## src/rtl/tiny_dmem_if.sv

```systemverilog
// CPU data-bus and output-FIFO stream bundle for tiny_dmem.
// The master side is the CPU/downstream environment; the slave side is the memory block.
interface tiny_dmem_if;
    logic [7:0] ram_addr;
    logic [7:0] ram_wdat;
    logic [7:0] ram_rdat;
    logic       ram_rd_;
    logic       ram_wr_;
    logic [7:0] out_data;
    logic       out_valid;
    logic       out_ready;

    modport master (
        output ram_addr, ram_wdat, ram_rd_, ram_wr_, out_ready,
        input  ram_rdat, out_data, out_valid
    );

    modport slave (
        input  ram_addr, ram_wdat, ram_rd_, ram_wr_, out_ready,
        output ram_rdat, out_data, out_valid
    );
endinterface

```

## src/rtl/tiny_dmem.sv

```systemverilog
// Data memory responder for a single-cycle CPU.
// Byte RAM below IO_BASE, plus a small I/O window with an output FIFO,
// a status register and a down-counting timer.
// Reads are combinational; writes commit on the rising clock edge.
module tiny_dmem #(
    parameter int unsigned FIFO_DEPTH = 4,
    parameter logic [7:0]  IO_BASE    = 8'hF0
) (
    input logic        clk,
    input logic        rst_,
    tiny_dmem_if.slave bus
);
    localparam int unsigned PW = $clog2(FIFO_DEPTH);
    localparam logic [PW:0] FULL_CNT = (PW+1)'(FIFO_DEPTH);

    // Storage (never reset)
    logic [7:0]    mem_q  [0:255];
    logic [7:0]    fifo_q [0:FIFO_DEPTH-1];

    // Control state
    logic [PW-1:0] wptr_q, wptr_d;
    logic [PW-1:0] rptr_q, rptr_d;
    logic [PW:0]   cnt_q, cnt_d;
    logic [7:0]    tcount_q, tcount_d;
    logic [7:0]    treload_q, treload_d;
    logic          exp_q, exp_d;
    logic          ovf_q, ovf_d;

    // Decode
    logic          wr_en, rd_en, in_ram;
    logic [7:0]    io_off;
    logic          sel_out, sel_status, sel_trl;
    logic          full, empty, push, pop, push_ok, status_rd;
    logic [7:0]    status;

    assign wr_en      = !bus.ram_wr_;
    assign rd_en      = !bus.ram_rd_;
    assign in_ram     = bus.ram_addr < IO_BASE;
    assign io_off     = bus.ram_addr - IO_BASE;
    assign sel_out    = !in_ram && (io_off == 8'd0);
    assign sel_status = !in_ram && (io_off == 8'd1);
    assign sel_trl    = !in_ram && (io_off == 8'd2);

    assign full      = (cnt_q == FULL_CNT);
    assign empty     = (cnt_q == '0);
    assign pop       = !empty && bus.out_ready;
    assign push      = wr_en && sel_out;
    // A full FIFO still accepts a push when a pop frees a slot at the same edge
    assign push_ok   = push && (!full || pop);
    assign status_rd = rd_en && sel_status;
    assign status    = {4'b0000, ovf_q, exp_q, empty, full};

    assign bus.out_valid = !empty;
    assign bus.out_data  = empty ? '0 : fifo_q[rptr_q];

    // Combinational read mux; returns pre-write contents when a write is also pending
    always_comb begin
        bus.ram_rdat = '0;
        if (rd_en) begin
            if (in_ram) begin
                bus.ram_rdat = mem_q[bus.ram_addr];
            end else begin
                case (io_off)
                    8'd0:    bus.ram_rdat = 8'(cnt_q);
                    8'd1:    bus.ram_rdat = status;
                    8'd2:    bus.ram_rdat = treload_q;
                    8'd3:    bus.ram_rdat = tcount_q;
                    default: bus.ram_rdat = '0;
                endcase
            end
        end
    end

    // Next-state for FIFO pointers/count, sticky flags and timer
    always_comb begin
        wptr_d    = wptr_q;
        rptr_d    = rptr_q;
        cnt_d     = cnt_q;
        ovf_d     = ovf_q;
        exp_d     = exp_q;
        tcount_d  = tcount_q;
        treload_d = treload_q;

        if (push_ok) wptr_d = wptr_q + 1'b1;
        if (pop)     rptr_d = rptr_q + 1'b1;
        case ({push_ok, pop})
            2'b10:   cnt_d = cnt_q + 1'b1;
            2'b01:   cnt_d = cnt_q - 1'b1;
            default: cnt_d = cnt_q;
        endcase

        // Clear-on-read first so a same-cycle set event takes priority
        if (status_rd) begin
            ovf_d = 1'b0;
            exp_d = 1'b0;
        end
        if (push && full && !pop) ovf_d = 1'b1;

        if (wr_en && sel_trl) begin
            treload_d = bus.ram_wdat;
            tcount_d  = bus.ram_wdat;
        end else if (tcount_q != '0) begin
            tcount_d = tcount_q - 1'b1;
            if (tcount_q == 8'd1) exp_d = 1'b1;
        end
    end

    // Control registers with asynchronous active-low reset
    always_ff @(posedge clk or negedge rst_) begin
        if (!rst_) begin
            wptr_q    <= '0;
            rptr_q    <= '0;
            cnt_q     <= '0;
            ovf_q     <= 1'b0;
            exp_q     <= 1'b0;
            tcount_q  <= '0;
            treload_q <= '0;
        end else begin
            wptr_q    <= wptr_d;
            rptr_q    <= rptr_d;
            cnt_q     <= cnt_d;
            ovf_q     <= ovf_d;
            exp_q     <= exp_d;
            tcount_q  <= tcount_d;
            treload_q <= treload_d;
        end
    end

    // FIFO storage write; writes seen while reset is held are discarded
    always_ff @(posedge clk) begin
        if (rst_ && push_ok) fifo_q[wptr_q] <= bus.ram_wdat;
    end

    // RAM write; contents survive reset but a write pending during reset is dropped
    always_ff @(posedge clk) begin
        if (rst_ && wr_en && in_ram) mem_q[bus.ram_addr] <= bus.ram_wdat;
    end
endmodule

```

## src/flat_wrapper.sv

```systemverilog
// flat-port wrapper written by rule: the top's interface ports become plain ports
module tiny_dmem_flat 
#(
    parameter int unsigned FIFO_DEPTH = 4,
    parameter logic [7:0]  IO_BASE    = 8'hF0
)
  (clk, rst_, bus_ram_addr, bus_ram_wdat, bus_ram_rd_, bus_ram_wr_, bus_out_ready, bus_ram_rdat, bus_out_data, bus_out_valid);
  tiny_dmem_if bus_i ();
  input logic clk;
  input logic rst_;
  input wire logic [$bits(bus_i.ram_addr)-1:0] bus_ram_addr;
  input wire logic [$bits(bus_i.ram_wdat)-1:0] bus_ram_wdat;
  input wire logic [$bits(bus_i.ram_rd_)-1:0] bus_ram_rd_;
  input wire logic [$bits(bus_i.ram_wr_)-1:0] bus_ram_wr_;
  input wire logic [$bits(bus_i.out_ready)-1:0] bus_out_ready;
  output wire logic [$bits(bus_i.ram_rdat)-1:0] bus_ram_rdat;
  output wire logic [$bits(bus_i.out_data)-1:0] bus_out_data;
  output wire logic [$bits(bus_i.out_valid)-1:0] bus_out_valid;
  assign bus_i.ram_addr = bus_ram_addr;
  assign bus_i.ram_wdat = bus_ram_wdat;
  assign bus_i.ram_rd_ = bus_ram_rd_;
  assign bus_i.ram_wr_ = bus_ram_wr_;
  assign bus_i.out_ready = bus_out_ready;
  assign bus_ram_rdat = bus_i.ram_rdat;
  assign bus_out_data = bus_i.out_data;
  assign bus_out_valid = bus_i.out_valid;
  tiny_dmem #(.FIFO_DEPTH(FIFO_DEPTH), .IO_BASE(IO_BASE)) u_core (.clk(clk), .rst_(rst_), .bus(bus_i));
endmodule
```

## config.mk

```make
export PLATFORM = sky130hd
export DESIGN_NAME = tiny_dmem_flat
export DESIGN_NICKNAME = d
export VERILOG_FILES = /design/src/rtl/tiny_dmem_if.sv /design/src/rtl/tiny_dmem.sv /design/src/flat_wrapper.sv
export SDC_FILE = /design/constraint.sdc
export NUM_CORES = 2
export LEC_CHECK = 0
export ABC_CLOCK_PERIOD_IN_PS = 3450
export BUFFER_PORTS_ARGS = -buffer_cell sky130_fd_sc_hd__buf_4
export CAP_MARGIN = 20
export CORE_MARGIN = 2
export CORE_UTILIZATION = 40
export CTS_BUF_LIST = sky130_fd_sc_hd__clkbuf_4 sky130_fd_sc_hd__clkbuf_8
export DETAILED_ROUTE_END_ITERATION = 8
export PLACE_DENSITY = 0.52
export SETUP_SLACK_MARGIN = 0.05
export SLEW_MARGIN = 10
export SYNTH_ARGS = -nofsm -noshare
export SYNTH_HDL_FRONTEND = slang
export SYNTH_SLANG_ARGS = --single-unit
```

## constraint.sdc

```tcl
create_clock -name clk -period 3.45 [get_ports clk]
set_clock_uncertainty 0.15 [all_clocks]
set_input_delay 0.69 -clock clk [delete_from_list [all_inputs] [get_ports clk]]
set_output_delay 0.69 -clock clk [all_outputs]
set_load 0.02 [all_outputs]
```

==> summary.txt <==
Critical path
  – Worst reg2reg path endpoint: u_core.cnt_q[2]
  – Worst Path Max Fanout: 1
  – FF-to-FF setup slack: 840 ps
  – FF-to-FF path depth: 9
  – Setup crit end kind: output pin
  – Arrival time worst endpoint: 3700 ps
  – Reg2reg start: u_core.cnt_q[2]
  – Critical Path Source Type: flip-flop
  – Critical path class: flip-flop to output pin
  – WP data required: approximately 2600 ps

Global route
  – Global-route met1 utilization: 0.308
  – Grt total ovfl: 0
  – Vias in the first global route: ~45000
  – Initial antenna violation count: 8
  – Global routing usage on met3: 0.0337
  – Aggregate global-route resource usage: 0.218
  – Largest net degree at the start of global routing: 112
  – First-pass GRT wire length: 327 mm
  – Met2 usage: 0.351
  – GRT busiest layer: met2

Floorplanning
  – DIE AREA: about 210000 µm²
  – Rows: 166
  – Die width: between 400 and 500 µm
  – Die height: 457 µm
  – Io pins: 38
  – Initial Util: 0.402
  – Core area: 204000 µm²

Synthesis
  – Top post-synthesis cells by area: edfxtp_1, mux4_2, mux2i_1
  – Top FF cell, synth: edfxtp_1
  – Synth Instances: 3996
  – Sequential-to-total area share from yosys stat: 0.769
  – Top post-synthesis cells by count: edfxtp_1, mux4_2, nor2_1
  – Synth cell types: 64
  – Syn_area_per_cell: 20.5 µm²
  – Post-synth ARST share: 0.0119
  – Synth warn: 0
  – Top-count cell post-synth: edfxtp_1
  – Yosys reg bits: 2105
  – EDFF count, synth: roughly 2100
  – Synth area leader: edfxtp_1
  – Yosys top cell area share: 0.761
  – Synthesized area: 82100 µm²

Timing
  – TNS Setup: -7010 ps
  – Worst rel slew slack: 0.258
  – Final Setup Violations: 8
  – Final Slew Violations: 0
  – Fmax: 220 MHz
  – Fin. Hold Viols: 0
  – Worst Tran Pin Value: between 1000 and 1500 ps
  – Hold Slack: 115 ps
  – Final worst-path cycle share: 1.32
  – RSZ-0062 raised after global routing: yes
  – Post-route setup slack: -1090 ps
  – Final min period: 4540 ps

Power and ir drop
  – Pleak: between 30 and 40 nW
  – VDD IR max: ~0.36 mV
  – Clock Power Share: 0.403
  – Reg power frac: 0.521
  – Pwr/cell area: 545 nW/µm²
  – Switching Share: 0.229
  – Gate power share: 0.076
  – Pint: roughly 0.042 W
  – Sw power: 0.0125 W
  – PnR Total Power: 0.0547 W

Route
  – Drt first pass iters: 5
  – Post-Route WL: 229 mm
  – Vias/cell: 5.41
  – Initial DRC count: ~4300
  – Post-route DRC: 0
  – WL/cell: 28.3 µm
  – Routed Antenna Nets: 0
  – Vias: 43800

Clocking
  – Clock sinks: 2105
  – Clk_lat worst skew: 1030 ps
  – Number of buffers created by CTS: 365
  – Clk slew on worst S/H paths: 60 ps
  – CTS root buf: clkbuf_8
  – Max clock buf depth: 4
  – CTS tree: built
  – CTS H-tree depth: 5

Place
  – I/O Buffers: 37
  – Hpwl dp: 149 mm
  – Final GP Congestion: 0.860

Worst hold path
  – Min-delay src: bus_ram_wdat[5]
  – Worst Hold Depth: 1
  – Worst Hold Class: input port to flip-flop
  – WHS Endpoint: u_core.mem_q[115][5]

Run status
  – Failing checks: setup timing
  – Status: finished with violations

Layout
  – FILL cells: 17000
  – Area growth syn-to-layout: 22.3%
  – Share of layout cells above drive strength 1: 0.371
  – NumNets Final: 5164

Job
  – Max-cap violations: 0
-- layer usage --
layer / vias to the layer above / part of all wire
met3: 390 / 0.058
met4: 4 / 0.027
li1: 18800 / -
met5: - / 0.00012
met2: 1503 / 0.48
met1: 23100 / 0.43
-- sequential cells by signal (all words and copies together), names as in the netlist --
register	cells
u_core.mem_q	2048
u_core.wptr_q	2
u_core.exp_q	1
u_core.tcount_q	8
u_core.treload_q	8
u_core.ovf_q	1
u_core.cnt_q	3
u_core.fifo_q	32
u_core.rptr_q	2
-- per-stage QoR --
step | utilization | instances | cell area [µm²] | setup slack [ps]
after CTS | 0.489 | 8078 | 100000 | -1220
after floorplan | - | 4123 | 82900 | -76.9
after global placement | 0.452 | 7430 | 92500 | -1530
after global routing | 0.491 | 8094 | 100000 | -1170
final | 0.491 | 8098 | 100000 | -1090
after detailed placement | 0.452 | 7430 | 92500 | -1510
-- worst max-delay path by stage --
stage | from | end | slack, ps
finish | u_core.mem_q[71][5] | bus_ram_rdat[5] | -1090
global placement | bus_ram_addr[1] | bus_ram_rdat[5] | -1530
CTS | u_core.mem_q[71][5] | bus_ram_rdat[5] | -1220
floorplan | bus_ram_addr[0] | bus_ram_rdat[0] | -80
detailed placement | bus_ram_addr[1] | bus_ram_rdat[5] | -1510
global route | u_core.mem_q[124][0] | bus_ram_rdat[0] | -1170
-- power by group through the flow --
stage          sequential (W)  combinational [W]  clock [W]
2_1_floorplan          0.0290            0.00197          0
3_3_place_gp           0.0290            0.00396          0
3_5_place_dp           0.0291            0.00399          0
4_1_cts                0.0285            0.00417     0.0226
5_1_grt                0.0285            0.00441     0.0237
6_report               0.0285            0.00417     0.0220
-- logic make-up after synthesis --
kind of cell               share of synthesized area
AOI/OAI and AO/OA                             0.0319
xor gates and xnor gates                    0.000960
adders and majority gates                    0.00146
buffers and inverters                         0.0158
DFF                                            0.769
muxes                                          0.151
other                                      0.0000457
and+or+nand+nor                               0.0302
-- worst max-delay path, cell delays in order (launching register included) --
cell and delay, ps:
edfxtp_1 380, mux4_2 500, a22oi_2 220, a21oi_2 120
or4_4 500, nor3_4 360, buf_4 170, and4b_2 270
buf_6 150
-- timing repair --
action / 4_1_cts / 5_1_grt
hold endpoints to repair: 431 / 0
setup endpoints to repair: 16 / 9
pin swaps: 43 / 23
gates cloned: 1 / 0
resized for setup: 99 / 44
hold buffers: 13 / 0
buffers inserted: 2 / 14
-- layout by cell type, fill, tap and decap left out, types with 46 or more instances in the layout --
master	instances
a22oi_1	67
clkinv_1	83
buf_4	758
conb_1	128
clkinv_2	46
clkbuf_8	378
a21oi_1	71
nand2_1	88
nor2_1	292
mux2i_1	219
edfxtp_1	2080
buf_12	86
o22ai_1	49
clkbuf_4	111
mux4_2	445
-- area by class of cell --
type	instances	area [µm²]	share of cell area
sequential	2105	63100	0.629
multi-input combinational	1768	18900	0.189
timing repair buffer	883	7970	0.0794
clock buffer	489	6040	0.0601
tap	2688	3360	0.0335
clock inverter	146	897	0.00894
inverter	11	41.3	0.000411
antenna	8	20.0	0.000199
No activity file was read; power rests on OpenSTA's default activity.
